--- src/rtl/rv_pkg.sv ---
// Shared definitions for the multi-cycle RV32I sequencer: opcodes, FSM encoding,
// trap causes, pc_sel codes and the opcode-class bundle.
package rv_pkg;

  localparam logic [6:0] OPC_LUI    = 7'b0110111;
  localparam logic [6:0] OPC_AUIPC  = 7'b0010111;
  localparam logic [6:0] OPC_JAL    = 7'b1101111;
  localparam logic [6:0] OPC_JALR   = 7'b1100111;
  localparam logic [6:0] OPC_BRANCH = 7'b1100011;
  localparam logic [6:0] OPC_LOAD   = 7'b0000011;
  localparam logic [6:0] OPC_STORE  = 7'b0100011;
  localparam logic [6:0] OPC_OP_IMM = 7'b0010011;
  localparam logic [6:0] OPC_OP     = 7'b0110011;
  localparam logic [6:0] OPC_FENCE  = 7'b0001111;
  localparam logic [6:0] OPC_SYSTEM = 7'b1110011;

  typedef enum logic [2:0] {
    ST_IDLE   = 3'd0,
    ST_FETCH  = 3'd1,
    ST_DECODE = 3'd2,
    ST_EXEC   = 3'd3,
    ST_MEM    = 3'd4,
    ST_WB     = 3'd5,
    ST_TRAP   = 3'd6
  } state_t;

  localparam logic [1:0] CAUSE_ILLEGAL      = 2'd0;
  localparam logic [1:0] CAUSE_IMEM_TIMEOUT = 2'd1;
  localparam logic [1:0] CAUSE_DMEM_TIMEOUT = 2'd2;
  localparam logic [1:0] CAUSE_ENV          = 2'd3;

  localparam logic [1:0] PC_SEL_PLUS4  = 2'd0;
  localparam logic [1:0] PC_SEL_TARGET = 2'd1;
  localparam logic [1:0] PC_SEL_JALR   = 2'd2;

  typedef struct packed {
    logic legal;
    logic is_load;
    logic is_store;
    logic is_branch;
    logic is_jal;
    logic is_jalr;
    logic is_fence;
    logic is_env;
  } op_class_t;

endpackage

--- src/rtl/rv_op_class.sv ---
// Combinational opcode classifier feeding the sequencer FSM.
// Zero latency, no flow control.
module rv_op_class
  import rv_pkg::*;
(
  input  logic [6:0]  opcode,
  input  logic [11:0] imm12,
  output op_class_t   cls
);

  always_comb begin
    cls = '0;
    case (opcode)
      OPC_LUI, OPC_AUIPC, OPC_OP_IMM, OPC_OP: cls.legal = 1'b1;
      OPC_JAL: begin
        cls.legal  = 1'b1;
        cls.is_jal = 1'b1;
      end
      OPC_JALR: begin
        cls.legal   = 1'b1;
        cls.is_jalr = 1'b1;
      end
      OPC_BRANCH: begin
        cls.legal     = 1'b1;
        cls.is_branch = 1'b1;
      end
      OPC_LOAD: begin
        cls.legal   = 1'b1;
        cls.is_load = 1'b1;
      end
      OPC_STORE: begin
        cls.legal    = 1'b1;
        cls.is_store = 1'b1;
      end
      OPC_FENCE: begin
        cls.legal    = 1'b1;
        cls.is_fence = 1'b1;
      end
      // Only ECALL (imm 0) and EBREAK (imm 1) are supported; CSR ops are illegal here.
      OPC_SYSTEM: begin
        cls.legal  = (imm12[11:1] == 11'd0);
        cls.is_env = (imm12[11:1] == 11'd0);
      end
      default: cls = '0;
    endcase
  end

endmodule

--- src/rtl/rv_mc_sequencer.sv ---
// Multi-cycle RV32I sequencer: 5 cycles ALU op, 6 load/store, 3 FENCE at minimum.
// Stalls on imem/dmem ack (trap after TIMEOUT cycles) and on alu_done (unbounded).
module rv_mc_sequencer
  import rv_pkg::*;
#(
  parameter int XLEN    = 32,
  parameter int TIMEOUT = 16
) (
  input  logic            clk,
  input  logic            rst,
  input  logic            run,
  output logic            imem_req,
  input  logic            imem_ack,
  input  logic [XLEN-1:0] imem_rdata,
  output logic [XLEN-1:0] ir,
  output logic            alu_go,
  input  logic            alu_done,
  input  logic            branch_taken,
  output logic            dmem_req,
  output logic            dmem_we,
  input  logic            dmem_ack,
  output logic            rf_we,
  output logic            pc_we,
  output logic [1:0]      pc_sel,
  output logic            trap,
  output logic [1:0]      trap_cause,
  input  logic            trap_ack,
  output logic [2:0]      state_o,
  output logic [XLEN-1:0] instret
);

  localparam int            TW      = (TIMEOUT > 2) ? $clog2(TIMEOUT) : 1;
  localparam logic [TW-1:0] TO_LAST = TW'(TIMEOUT - 1);

  state_t        state_q, state_d;
  logic [TW-1:0] to_cnt_q;
  logic          to_expired, to_clr;
  logic          exec_first_q;
  logic [1:0]    cause_q, cause_d;
  logic          ir_ld, retire;
  op_class_t     cls;

  rv_op_class u_op_class (
    .opcode (ir[6:0]),
    .imm12  (ir[31:20]),
    .cls    (cls)
  );

  assign to_expired = (to_cnt_q == TO_LAST);
  assign to_clr     = (state_d != state_q) && (state_d == ST_FETCH || state_d == ST_MEM);
  assign trap_cause = cause_q;
  assign state_o    = state_q;

  always_ff @(posedge clk or posedge rst) begin
    if (rst) begin
      state_q <= ST_IDLE;
    end else begin
      state_q <= state_d;
    end
  end

  always_ff @(posedge clk or posedge rst) begin
    if (rst) begin
      ir           <= '0;
      instret      <= '0;
      cause_q      <= CAUSE_ILLEGAL;
      to_cnt_q     <= '0;
      exec_first_q <= 1'b0;
    end else begin
      if (ir_ld) begin
        ir <= imem_rdata;
      end
      if (retire) begin
        instret <= instret + XLEN'(1);
      end
      cause_q <= cause_d;
      // Marks the first EXEC cycle: alu_go fires there and alu_done is ignored.
      exec_first_q <= (state_d == ST_EXEC) && (state_q != ST_EXEC);
      if (to_clr) begin
        to_cnt_q <= '0;
      end else if ((state_q == ST_FETCH || state_q == ST_MEM) && !to_expired) begin
        to_cnt_q <= to_cnt_q + TW'(1);
      end
    end
  end

  always_comb begin
    state_d  = state_q;
    cause_d  = cause_q;
    ir_ld    = 1'b0;
    retire   = 1'b0;
    imem_req = 1'b0;
    alu_go   = 1'b0;
    dmem_req = 1'b0;
    dmem_we  = 1'b0;
    rf_we    = 1'b0;
    pc_we    = 1'b0;
    pc_sel   = PC_SEL_PLUS4;
    trap     = 1'b0;
    case (state_q)
      ST_IDLE: begin
        if (run) begin
          state_d = ST_FETCH;
        end
      end
      ST_FETCH: begin
        imem_req = 1'b1;
        if (imem_ack) begin
          ir_ld   = 1'b1;
          state_d = ST_DECODE;
        end else if (to_expired) begin
          state_d = ST_TRAP;
          cause_d = CAUSE_IMEM_TIMEOUT;
        end
      end
      ST_DECODE: begin
        if (!cls.legal) begin
          state_d = ST_TRAP;
          cause_d = CAUSE_ILLEGAL;
        end else if (cls.is_env) begin
          state_d = ST_TRAP;
          cause_d = CAUSE_ENV;
        end else if (cls.is_fence) begin
          state_d = ST_WB;
        end else begin
          state_d = ST_EXEC;
        end
      end
      ST_EXEC: begin
        alu_go = exec_first_q;
        if (!exec_first_q && alu_done) begin
          state_d = (cls.is_load || cls.is_store) ? ST_MEM : ST_WB;
        end
      end
      ST_MEM: begin
        dmem_req = 1'b1;
        dmem_we  = cls.is_store;
        if (dmem_ack) begin
          state_d = ST_WB;
        end else if (to_expired) begin
          state_d = ST_TRAP;
          cause_d = CAUSE_DMEM_TIMEOUT;
        end
      end
      ST_WB: begin
        pc_we  = 1'b1;
        retire = 1'b1;
        rf_we  = !(cls.is_branch || cls.is_store || cls.is_fence);
        if (cls.is_jal || (cls.is_branch && branch_taken)) begin
          pc_sel = PC_SEL_TARGET;
        end else if (cls.is_jalr) begin
          pc_sel = PC_SEL_JALR;
        end
        state_d = run ? ST_FETCH : ST_IDLE;
      end
      ST_TRAP: begin
        trap = 1'b1;
        if (trap_ack) begin
          state_d = ST_IDLE;
        end
      end
      default: state_d = ST_IDLE;
    endcase
  end

endmodule

--- config.mk ---
export PLATFORM = sky130hd
export DESIGN_NAME = rv_mc_sequencer
export DESIGN_NICKNAME = d
export VERILOG_FILES = /design/src/rtl/rv_pkg.sv /design/src/rtl/rv_op_class.sv /design/src/rtl/rv_mc_sequencer.sv
export SDC_FILE = /design/constraint.sdc
export NUM_CORES = 1
export LEC_CHECK = 0
export BUFFER_PORTS_ARGS = -buffer_cell sky130_fd_sc_hd__buf_2
export CAP_MARGIN = 30
export CORE_ASPECT_RATIO = 0.5
export CORE_MARGIN = 2
export CORE_UTILIZATION = 34
export CTS_CLUSTER_SIZE = 30
export DETAILED_ROUTE_END_ITERATION = 6
export PLACE_DENSITY_LB_ADDON = 0.12
export REMOVE_ABC_BUFFERS = 1
export SYNTH_ARGS = -nofsm -noshare
export SYNTH_HDL_FRONTEND = slang
export SYNTH_SLANG_ARGS = --single-unit
--- constraint.sdc ---
create_clock -name clk -period 3.3 [get_ports clk]
set_input_delay 0.33 -clock clk [delete_from_list [all_inputs] [get_ports clk]]
set_output_delay 0.33 -clock clk [all_outputs]
set_load 0.01 [all_outputs]
After elaboration in Yosys (flattened, before gate mapping)

Cells that the tools add are included.

Flip-flop bits (word level): 74
Input port bits: 40
Output and inout port bits: 78
Logic and storage cells: 97

Add/sub/neg operators: 2
Equality and inequality tests: 28
Muxes and demuxes: 41
Reductions and logical operators: 20

Operators by type and width:

| operator              | count |
|---|---|
| $add 32x1->32 const B | 1 |
| $eq 7x7->1 const B    | 4 |
| $mux 3                | 9 |
| $eq 7x6->1 const B    | 3 |
| $pmux 3 s7            | 1 |
| $mux 1                | 18 |
| $mux 2                | 9 |
| $eq 7x5->1 const B    | 2 |
| $eq 3x3->1 const B    | 4 |
| $logic_not 11->1      | 1 |
| $reduce_or 10->1      | 1 |
| $eq 3x2->1 const B    | 3 |
| $mux 4                | 2 |
| $ne 2x2->1 const B    | 4 |
| $eq 7x2->1 const B    | 1 |
| $eq 7x4->1 const B    | 1 |
| $eq 3x1->1 const B    | 2 |
| $logic_or 1x1->1      | 6 |
| $pmux 2 s3            | 1 |
| $reduce_and 6->1      | 1 |
| $logic_and 1x1->1     | 5 |
| $add 4x1->4 const B   | 1 |
| $eq 4x4->1 const B    | 1 |
| $logic_not 1->1       | 3 |
| 7 further kinds       | 7 |

Logic depth before layout (Yosys ltp)

Gate-level depths: netlist of the first run.

Depth after elaboration: 10
Mapped depth: 9

Modules after synthesis

From an unflattened synthesis of the first run, not the netlist that was laid out.

Cells, all modules: 306
Area total of the unflattened synthesis: 3534.6 sq um

Modules (own cells, without submodules):

| module          | instances | cells each | area an instance (sq um) |
|---|---|---|---|
| rv_mc_sequencer | 1         | 279        | 3369.5 |
| rv_op_class     | 1         | 27         | 165.2 |

Least setup slack after synthesis of the first run

Ideal clock, no wire load.

Path kind: reg-to-reg
Start point: register state_q[1], in the netlist state_o[1]
End point: register ir[10]
Library setup time: 0.125 ns
Arrival: 1.812 ns
Slack: 1.363 ns
Cell stages (with the launch flop): 7
Buffers on the path: 2
Period minus slack after synthesis: 1.937 ns
Cell sequence: dfrtp_1 -> or3b_4 -> inv_1 -> and2_1 -> clkbuf_1 -> buf_2 -> mux2_2

Longest elaborated chain between the ends: 2

RTL lines:

| item                   | RTL line               | text |
|---|---|---|
| from (decl)            | rv_mc_sequencer.sv:35  | `state_t state_q, state_d;` |
| from (signal assigned) | rv_mc_sequencer.sv:58  | `state_q <= state_d;` |
| $eq 3x1->1             | rv_mc_sequencer.sv:100 | `case (state_q)` |
| $mux 1                 | rv_mc_sequencer.sv:100 |  |
| to (signal assigned)   | rv_mc_sequencer.sv:71  | `ir <= imem_rdata;` |
| to (decl)              | rv_mc_sequencer.sv:15  | `output logic [XLEN-1:0] ir,` |

No other way between the ends.
A chain may end at the register's enable or synchronous reset.

Worst setup path after layout of the first run

Start point: register state_q[2], in the netlist state_o[2]
End point: output pc_sel[1]

Longest elaborated chain between the ends: 2

RTL lines:

| item       | RTL line               | text |
|---|---|---|
| $eq 3x3->1 | rv_mc_sequencer.sv:100 |  |
| $mux 2     | rv_mc_sequencer.sv:100 |  |
| to (decl)  | rv_mc_sequencer.sv:24  | `output logic [1:0] pc_sel,` |

No other way between the ends.

==> flow_summary.yaml, run 1 <==
placement:
  place_congestion: 0.780
  portBuffers: 117
  placed_area_mm2: 0.00422
  hpwl_mm: 6.04
  pre_cts_slack_ns: 1.07
worst_setup_path:
  path_class: "flop to primary output"
  reg2reg_depth: 6
  cp_max_fo: 12
  rr_endpoint: "instret[28]"
  cp.arrival_ns: 1.97
  critPathSlowestCell: "dfrtp_1"
  cp_cell_sequence: "and3b_1 -> nand4_1 -> nor3b_1 -> buf_2"
  worstPathRequired_ns: 2.97
  crit_buf_inv: 1
  rrSetupSlack_ns: 1.11
  start_kind: "flop"
  cp-end-kind: "primary output"
  crit_family: "simple AND/OR/NAND/NOR gates"
  r2r-start: "state_o[2]"
  slowest_delay_ns: 0.58
clock_network:
  clk_latency_ns: 0.33
  cts_root_buf: "clkbuf_16"
  cts.path.max_buffers: 2
  cts_resized: 0
  cts_num_sinks: 74
  clk_pin_slew_ns: 0.06
  cts_buffers: 9
  cts_max_level: 3
  cts_tree: "built"
  cts_setup_buffers: 0
  hold_buffers: 0
floorplanning:
  die_w_um: 147
  rows: 26
  coreArea_mm2: 0.0101
  io_pins: 118
  start_util_pct: 34.5
  die_height_um: 75.7
  dieArea_mm2: 0.0112
timing:
  max_slew_margin_pct: 39.4
  min_period_ns: 2.30
  min_period_over_period_pct: 69.8
  finalHoldViolations: 0
  setup_slack_ns: 0.997
  setup_viol: 0
  setup_tns_ns: 0
  timing.fmax_mhz: 434
  finalMaxSlewViolations: 0
  rsz0062_at_grt: "false"
  finClkSkew_ns: 0.00789
  worst_slew_pin_slew_ns: 0.907
logic_synthesis:
  yosysMostFrequentCell: "dfrtp_1"
  avgSynthCellArea_um2: 11.8
  yosys_warnings: 0
  synth_edf_count: 0
  synth_ff_type: "dfrtp_1"
  synth_common_cells: "74 x dfrtp_1, 27 x xnor2_1, 22 x mux2_2"
  synth-seq-cells: 74
  ys_top_cells_by_area: "dfrtp_1 53%, mux2_2 7.1%, xnor2_1 6.8%, mux2_1 3.9%, nand2_1 2.3%"
  synth_top_area_share_pct: 53.0
  syn-instance-count: 295
  ys_async_sr_fraction_pct: 100
  synthDistinctLibCells: 54
  synth_area_leader_cell: "dfrtp_1"
  seq_area_frac_synth_pct: 53.0
  synth_area_mm2: 0.00349
global_routing:
  grt_antenna_before_repair: 0
  grt_pass1_vias: 2643
  grt_usage_pct: 15.1
  grt_max_degree: 52
  grt_pass1_wl_mm: 13.0
  grt-ovfl-total: 0
flow_run:
  cap_violations: 0
cells_and_area:
  fin_area_mm2: 0.00451
  syn_to_final_growth_pct: 29.1
  finalNetCount: 458
  n_antenna_cell: 0
  post_route_cells_drive_above_1_share_pct: 42.3
  finalCoreUtilization_pct: 44.6
power_and_ir_drop:
  powerDensity_mw_per_mm2: 799
  p_leak_uw: 0.00221
  ir_drop_mv: 0.261
route:
  wl_per_cell_um: 14.5
  drc_errors: 0
  antenna_left: 0
  wirelength_mm: 8.14
  drt_iter0_drc: 132
  vias_per_cell: 4.78
  vias: 2683
  dr.pass1.iters: 6
run_status:
  outcome: "finished clean"
worst_hold_path:
  min_path_type: "input port to async pin"
-- worst reg2reg max path, cell delays in order (launching register included) --
cell and delay, ns:
dfrtp_1 0.58, and3b_1 0.43, and3_1 0.41, nand2_4 0.11, nor3_2 0.28, nand3_1 0.13, xnor2_1 0.14
-- report_power, final --
group          internal, uW  leakage, uW  switching [uW]
sequential             1180     0.000951             280
clock                   552     0.000138             371
combinational           619      0.00112             610
-- per-stage QoR --
step	hold WS (ns)	total power (uW)	cells
global route	0.212	3860	561
global placement	0.458	2660	545
floorplan	0.465	2220	286
CTS	0.183	3660	561
finish	0.163	3610	561
detailed placement	0.474	2710	545
-- sequential cells by signal (all words and copies together) (netlist names) --
signal        cells
ir               32
trap_cause        2
state_o           3
exec_first_q      1
instret          32
to_cnt_q          4
-- area by class of cell --
cell class	count	area [um2]
fill	1002	5600
timing repair buffer	119	601
sequential	74	1850
clock inverter	5	37.5
clock buffer	11	253
multi-input combinational	206	1570
tap	140	175
inverter	6	23.8
-- cell usage in the layout (no fill, tap or decap), types with 2 or more instances in the layout --
| cell | netlist | final |
|---|---|---|
| or3b_4 | 2 | 2 |
| nor3_1 | 7 | 7 |
| o21ai_0 | 3 | 3 |
| clkbuf_16 | 0 | 9 |
| xor2_1 | 7 | 7 |
| and3b_1 | 2 | 2 |
| nand2b_1 | 4 | 4 |
| or2_1 | 2 | 2 |
| ha_1 | 2 | 2 |
| and4_1 | 3 | 3 |
| and2_1 | 4 | 4 |
| clkbuf_8 | 0 | 2 |
| nand4_1 | 12 | 12 |
| a21oi_1 | 4 | 4 |
| clkinv_2 | 0 | 2 |
| nor4_1 | 3 | 3 |
| buf_4 | 2 | 2 |
| and3_1 | 4 | 4 |
| inv_1 | 6 | 5 |
| dfrtp_1 | 74 | 74 |
| buf_2 | 6 | 117 |
| nand3_1 | 11 | 11 |
| nor3_2 | 5 | 5 |
| mux2i_1 | 2 | 2 |
| a21o_1 | 2 | 2 |
| nand2_1 | 21 | 21 |
| xnor2_1 | 27 | 27 |
| clkinvlp_4 | 0 | 2 |
| nor2b_1 | 5 | 5 |
| nor2_1 | 14 | 14 |
| mux2_2 | 22 | 22 |
| a21oi_2 | 2 | 2 |
| mux2_1 | 12 | 12 |
-- metal layers --
metal	global-route usage [%]	wire, um	vias up
met4	4.38	64	0
met5	0	0	-
li1	-	-	1292
met3	4.97	428	4
met1	19.2	3810	1319
met2	25.3	3840	68
-- how the worst max path moves through the flow --
stage / startpoint / end / slack, ns / depth (start not counted)
after global placement: state_o[1] / instret[29] / 1.12 / 6
after floorplan: state_o[0] / ir[0] / 0.84 / 4
after global routing: state_o[2] / pc_sel[1] / 0.86 / 4
after detailed placement: state_o[1] / instret[29] / 1.07 / 6
after CTS: state_o[2] / pc_sel[1] / 0.99 / 4
final: state_o[2] / pc_sel[1] / 1.0 / 4
-- logic make-up (layout without fill, tap and decap cells) --
| group | Yosys count | count (layout) | synth area share, % |
|---|---|---|---|
| simple gates | 110 | 110 | 19.0 |
| flops | 74 | 74 | 53.0 |
| mux | 36 | 36 | 11.5 |
| xor+xnor | 34 | 34 | 8.52 |
| compound gates | 24 | 24 | 5.23 |
| buf+inv | 15 | 141 | 2.04 |
| fa+ha+maj | 2 | 2 | 0.716 |
Power figures use the tool's default switching activity.
==> run 2, diff against run 1 <==
ABC_AREA = 1   (was default)
clock period = 2.2 ns   (was 3.3 ns; I/O delays follow)
==> run 2 against run 1 <==
Net effect:
- combinational power is 54% higher
- wire length is 15% higher
- sequential power is 43% higher
- clock power is 51% higher
- critical endpoint is now rf_we
- design area is 6.7% higher
- largest power group unchanged
- largest cell class unchanged
- hold slack worse by 0.078 ns
- setup slack worse by 0.65 ns
- sequential share of layout area is 2.6 points lower
==> flow_summary.yaml, run 2 <==
placement:
  pre_cts_slack_ns: 0.389
  portBuffers: 117
  place_congestion: 0.817
  placed_area_mm2: 0.00452
  hpwl_mm: 6.87
cells_and_area:
  layout_commonest_cell: "nand2_1"
  layout.cells.most_common_list: "158 x nand2_1, 117 x buf_2, 74 x dfrtp_1"
  fin_area_mm2: 0.00482
  num-fill-cells: 1137
  seqCellArea_mm2: 0.00185
  post_route_cells_drive_above_1_share_pct: 30.0
  finalNetCount: 610
  n_antenna_cell: 0
  syn_to_final_growth_pct: 27.5
  multi_input_area_mm2: 0.00169
  reg_top3: "instret (32), ir (32), to_cnt_q (4)"
timing:
  min_period_over_period_pct: 84.1
  worst_slew_pin_slew_ns: 0.411
  finClkSkew_ns: 0.00579
  setup_slack_ns: 0.349
  timing.fmax_mhz: 540
  finalMaxSlewViolations: 0
  min_period_ns: 1.85
  setup_viol: 0
  holdWs_ns: 0.0857
  rsz0062_at_grt: "false"
  finalHoldViolations: 0
  max_slew_margin_pct: 72.6
worst_setup_path:
  path_class: "flop to primary output"
  cp.arrival_ns: 1.63
  cp_max_fo: 11
  start_kind: "flop"
  worstPathRequired_ns: 1.98
  cp-end-kind: "primary output"
flow_run:
  cap_violations: 0
floorplanning:
  start_util_pct: 34.6
  die_height_um: 78.5
  die_w_um: 153
  rows: 27
  io_pins: 118
  dieArea_mm2: 0.0120
  coreArea_mm2: 0.0109
clock_network:
  cts.path.max_buffers: 2
  cts_root_buf: "clkbuf_16"
  cts_tree: "built"
  cts_num_sinks: 74
  cts_setup_buffers: 0
  hold_buffers: 1
  cts_resized: 0
  cts_max_level: 3
  clk_latency_ns: 0.33
  cts_buffers: 9
  clk_pin_slew_ns: 0.06
route:
  wl_per_cell_um: 13.0
  dr.pass1.iters: 6
  vias_per_cell: 4.47
  antenna_left: 0
  wirelength_mm: 9.33
  drc_errors: 0
  vias: 3212
  drt_iter0_drc: 147
global_routing:
  grt-ovfl-total: 0
  grt_pass1_vias: 3227
  grt_usage_pct: 16.7
  grt_antenna_before_repair: 0
  grt_max_degree: 75
  grt_pass1_wl_mm: 15.9
logic_synthesis:
  synth-seq-cells: 74
  synth_area_leader_cell: "dfrtp_1"
  seq_area_frac_synth_pct: 49.0
  synth_common_cells: "158 x nand2_1, 74 x dfrtp_1, 41 x inv_1"
  synth_area_mm2: 0.00378
  synth_edf_count: 0
  synthDistinctLibCells: 38
  synth_ff_type: "dfrtp_1"
  ys_top_cells_by_area: "dfrtp_1 49%, nand2_1 16%, xor2_1 4.6%, inv_1 4.1%, nor2_1 3.6%"
  synth_top_area_share_pct: 49.0
  ys_async_sr_fraction_pct: 100
  syn-instance-count: 444
  avgSynthCellArea_um2: 8.50
  yosys_warnings: 0
  yosysMostFrequentCell: "nand2_1"
power_and_ir_drop:
  ir_drop_mv: 0.388
  p_leak_uw: 0.00267
  power_uw: 5350
  powerDensity_mw_per_mm2: 1110
run_status:
  outcome: "finished clean"
worst_hold_path:
  min_path_type: "input port to flop"
==> run 2: final timing paths <==
| kind | start | to | slack [ns] | cells past startpoint |
|---|---|---|---|---|
| max reg2reg | state_o[1] | instret[25] | 0.41 | 9 |
| max | state_o[1] | rf_we | 0.35 | 5 |
| min reg2reg | ir[7] | ir[7] | 0.46 | 2 |
| min in group asynchronous | rst | instret[27] | 0.52 | 4 |
| max in group asynchronous | rst | ir[15] | 1.36 | 4 |
| min | imem_rdata[31] | ir[31] | 0.09 | 3 |
==> run 2: power breakdown <==
part / leakage [uW] / internal (uW) / switching (uW)
Sequential: 0.000969 / 1740 / 332
Combinational: 0.00155 / 708 / 1180
Clock: 0.000143 / 853 / 540
==> run 2: per-layer routing <==
metal / vias to the layer above / GRT usage (%) / wire length (um)
met5: - / 0 / 0
met4: 0 / 4.44 / 46
met3: 7 / 4.91 / 466
met2: 79 / 27.1 / 4340
met1: 1484 / 21.9 / 4470
li1: 1642 / - / -
==> run 2: area by class of cell <==
class	instances	area share [%]
Timing Repair Buffer	121	13.1
Sequential cell	74	38.5
Tap cell	145	3.77
Clock buffer	14	5.69
Inverter	46	3.69
Multi-Input combinational cell	316	35.1
Clock inverter	2	0.208
==> run 2: kinds of logic after synthesis <==
logic type / synth area share [%]
adders and majority gates: 0.663
AOI/OAI and AO/OA: 3.02
DFF: 49.0
buffers and inverters: 6.26
and+or+nand+nor: 33.6
muxes: 0.265
xor gates and xnor gates: 7.19
==> run 2: worst max-delay path: stages, from the launching register on <==
cell and delay [ns]:
dfrtp_1 0.43, nor2_4 0.18, nand2_4 0.19, a21oi_1 0.19
and3_1 0.18, buf_2 0.13
==> run 2: per-stage QoR <==
step	TNS (ns)	std cells	util, %
detailed placement	0	701	41.4
global route	0	718	44.1
CTS	0	718	44.1
finish	0	718	44.1
global placement	0	701	41.4
floorplan	-15.12	436	-
==> run 3, diff against run 2 <==
ABC_AREA = 0   (was 1)
clock period = 1.8 ns   (was 2.2 ns; I/O delays follow)
==> run 3 against run 2 <==
Net effect:
- setup slack lost 0.42 ns
- the run now ends with negative setup slack left
- largest cell class unchanged
- design area grew 13%
- hold slack lost 0.0056 ns
- first-iteration DRC count shrank 20%
==> flow_summary.yaml, run 3 (synthesized netlist as in run 1, its figures left out) <==
run_status:
  outcome: "complete, but fails checks"
  failed_checks: "negative setup slack"
power_and_ir_drop:
  clockPowerShare_pct: 22.3
  power.switching_uw: 2710
  p_sw_share_pct: 33.3
  p_int_uw: 5430
  powerDensity_mw_per_mm2: 1500
  p_seq_share_pct: 31.2
  p_leak_uw: 0.00273
  pwr-share-comb_pct: 46.5
  ir_drop_mv: 0.464
timing:
  setup_viol: 17
  finalMaxSlewViolations: 0
  finalHoldViolations: 0
  finClkSkew_ns: 0.00779
  holdWs_ns: 0.0801
  rsz0062_at_grt: "true"
  min_period_over_period_pct: 104
  min_period_ns: 1.87
  timing.fmax_mhz: 534
  worst_slew_pin_slew_ns: 0.353
  max_slew_margin_pct: 76.4
  setup_slack_ns: -0.0718
global_routing:
  grt_antenna_before_repair: 0
  grt_usage_pct: 16.6
  grt_pass1_vias: 3006
  grt-ovfl-total: 0
  grt_max_degree: 57
  grt_pass1_wl_mm: 14.3
worst_setup_path:
  cp.arrival_ns: 1.69
  path_class: "flop to primary output"
  worstPathRequired_ns: 1.62
  cp_max_fo: 7
  cp-end-kind: "primary output"
  start_kind: "flop"
route:
  drt_iter0_drc: 117
  vias_per_cell: 4.78
  wl_per_cell_um: 15.3
  antenna_left: 0
  drc_errors: 0
  dr.pass1.iters: 4
  vias: 3004
  wirelength_mm: 9.61
placement:
  hpwl_mm: 6.69
  portBuffers: 117
  place_congestion: 0.841
  placed_area_mm2: 0.00461
  pre_cts_slack_ns: -0.100
clock_network:
  cts_root_buf: "clkbuf_16"
  clk_pin_slew_ns: 0.06
  cts_tree: "built"
  cts.path.max_buffers: 2
  cts_buffers: 9
  clk_latency_ns: 0.33
  cts_max_level: 3
  cts_num_sinks: 74
cells_and_area:
  syn_to_final_growth_pct: 55.8
  fin_area_mm2: 0.00544
  layout_commonest_cell: "buf_2"
  n_antenna_cell: 0
  post_route_cells_drive_above_1_share_pct: 57.5
  num-fill-cells: 874
  reg_top3: "instret (32), ir (32), to_cnt_q (4)"
  layout.cells.most_common_list: "115 x buf_2, 72 x dfrtp_1, 54 x buf_4"
  finalNetCount: 526
  seqCellArea_mm2: 0.00185
  multi_input_area_mm2: 0.00183
floorplanning:
  io_pins: 118
  dieArea_mm2: 0.0112
  die_w_um: 147
  rows: 26
  coreArea_mm2: 0.0101
  start_util_pct: 34.5
  die_height_um: 75.7
flow_run:
  cap_violations: 0
worst_hold_path:
  min_path_type: "input port to flop"
-- run 3: final timing paths --
kind	startpoint	end	cells past startpoint	slack, ns
min reg2reg	instret[31]	instret[31]	1	0.47
min	imem_rdata[16]	ir[16]	2	0.08
max in group asynchronous	rst	ir[2]	4	0.82
min in group asynchronous	rst	instret[18]	3	0.35
max	state_o[2]	pc_sel[1]	6	-0.07
max reg2reg	ir[2]	to_cnt_q[2]	5	-0.06
-- run 3: power by group through the flow --
stage          sequential, uW  clock (uW)  combinational, uW
5_1_grt                  2610        1950               4060
6_report                 2540        1820               3790
4_1_cts                  2520        1860               3260
3_3_place_gp             2490           0               2860
3_5_place_dp             2540           0               2930
2_1_floorplan            2820           0               1250
-- run 3: worst max-delay path, cell delays in order, from the launching register on --
cell,delay [ns]
dfrtp_1,0.43
buf_6,0.14
and3b_2,0.19
buf_6,0.11
nand4_1,0.15
nor3b_2,0.20
buf_2,0.14
-- run 3: cell type report --
cell class	instances	area share [%]
Multi-Input combinational cell	206	33.6
Timing Repair Buffer	187	23.0
Tap cell	140	3.22
Sequential cell	74	34.1
Inverter	6	0.483
Clock inverter	4	0.919
Clock buffer	12	4.71
-- run 3: layer usage --
layer | wire, um | part of all wire, % | global-route usage (%)
met1 | 4550 | 47 | 20.3
met2 | 4560 | 47 | 29.2
met3 | 424 | 4.4 | 4.43
met4 | 80 | 0.83 | 6.30
met5 | 0 | 0 | 0
-- run 3: metrics by stage --
| step | power, uW | cells | utilization (%) | TNS, ns |
|---|---|---|---|---|
| detailed placement | 5460 | 592 | 45.6 | -1.32 |
| finish | 8140 | 629 | 53.8 | -0.475 |
| floorplan | 4070 | 286 | - | -41.06 |
| global placement | 5360 | 592 | 45.6 | -0.493 |
| CTS | 7640 | 622 | 50.8 | -0.383 |
| global route | 8620 | 629 | 53.8 | -2.63 |
-- run 3: what timing repair did --
action,in CTS,in global routing
pin swaps,8,6
endpoints found under the setup margin,42,55
hold buffers,1,0
hold endpoints to repair,18,0
gates resized for setup,27,52
cloned,0,4
buffers inserted,13,3
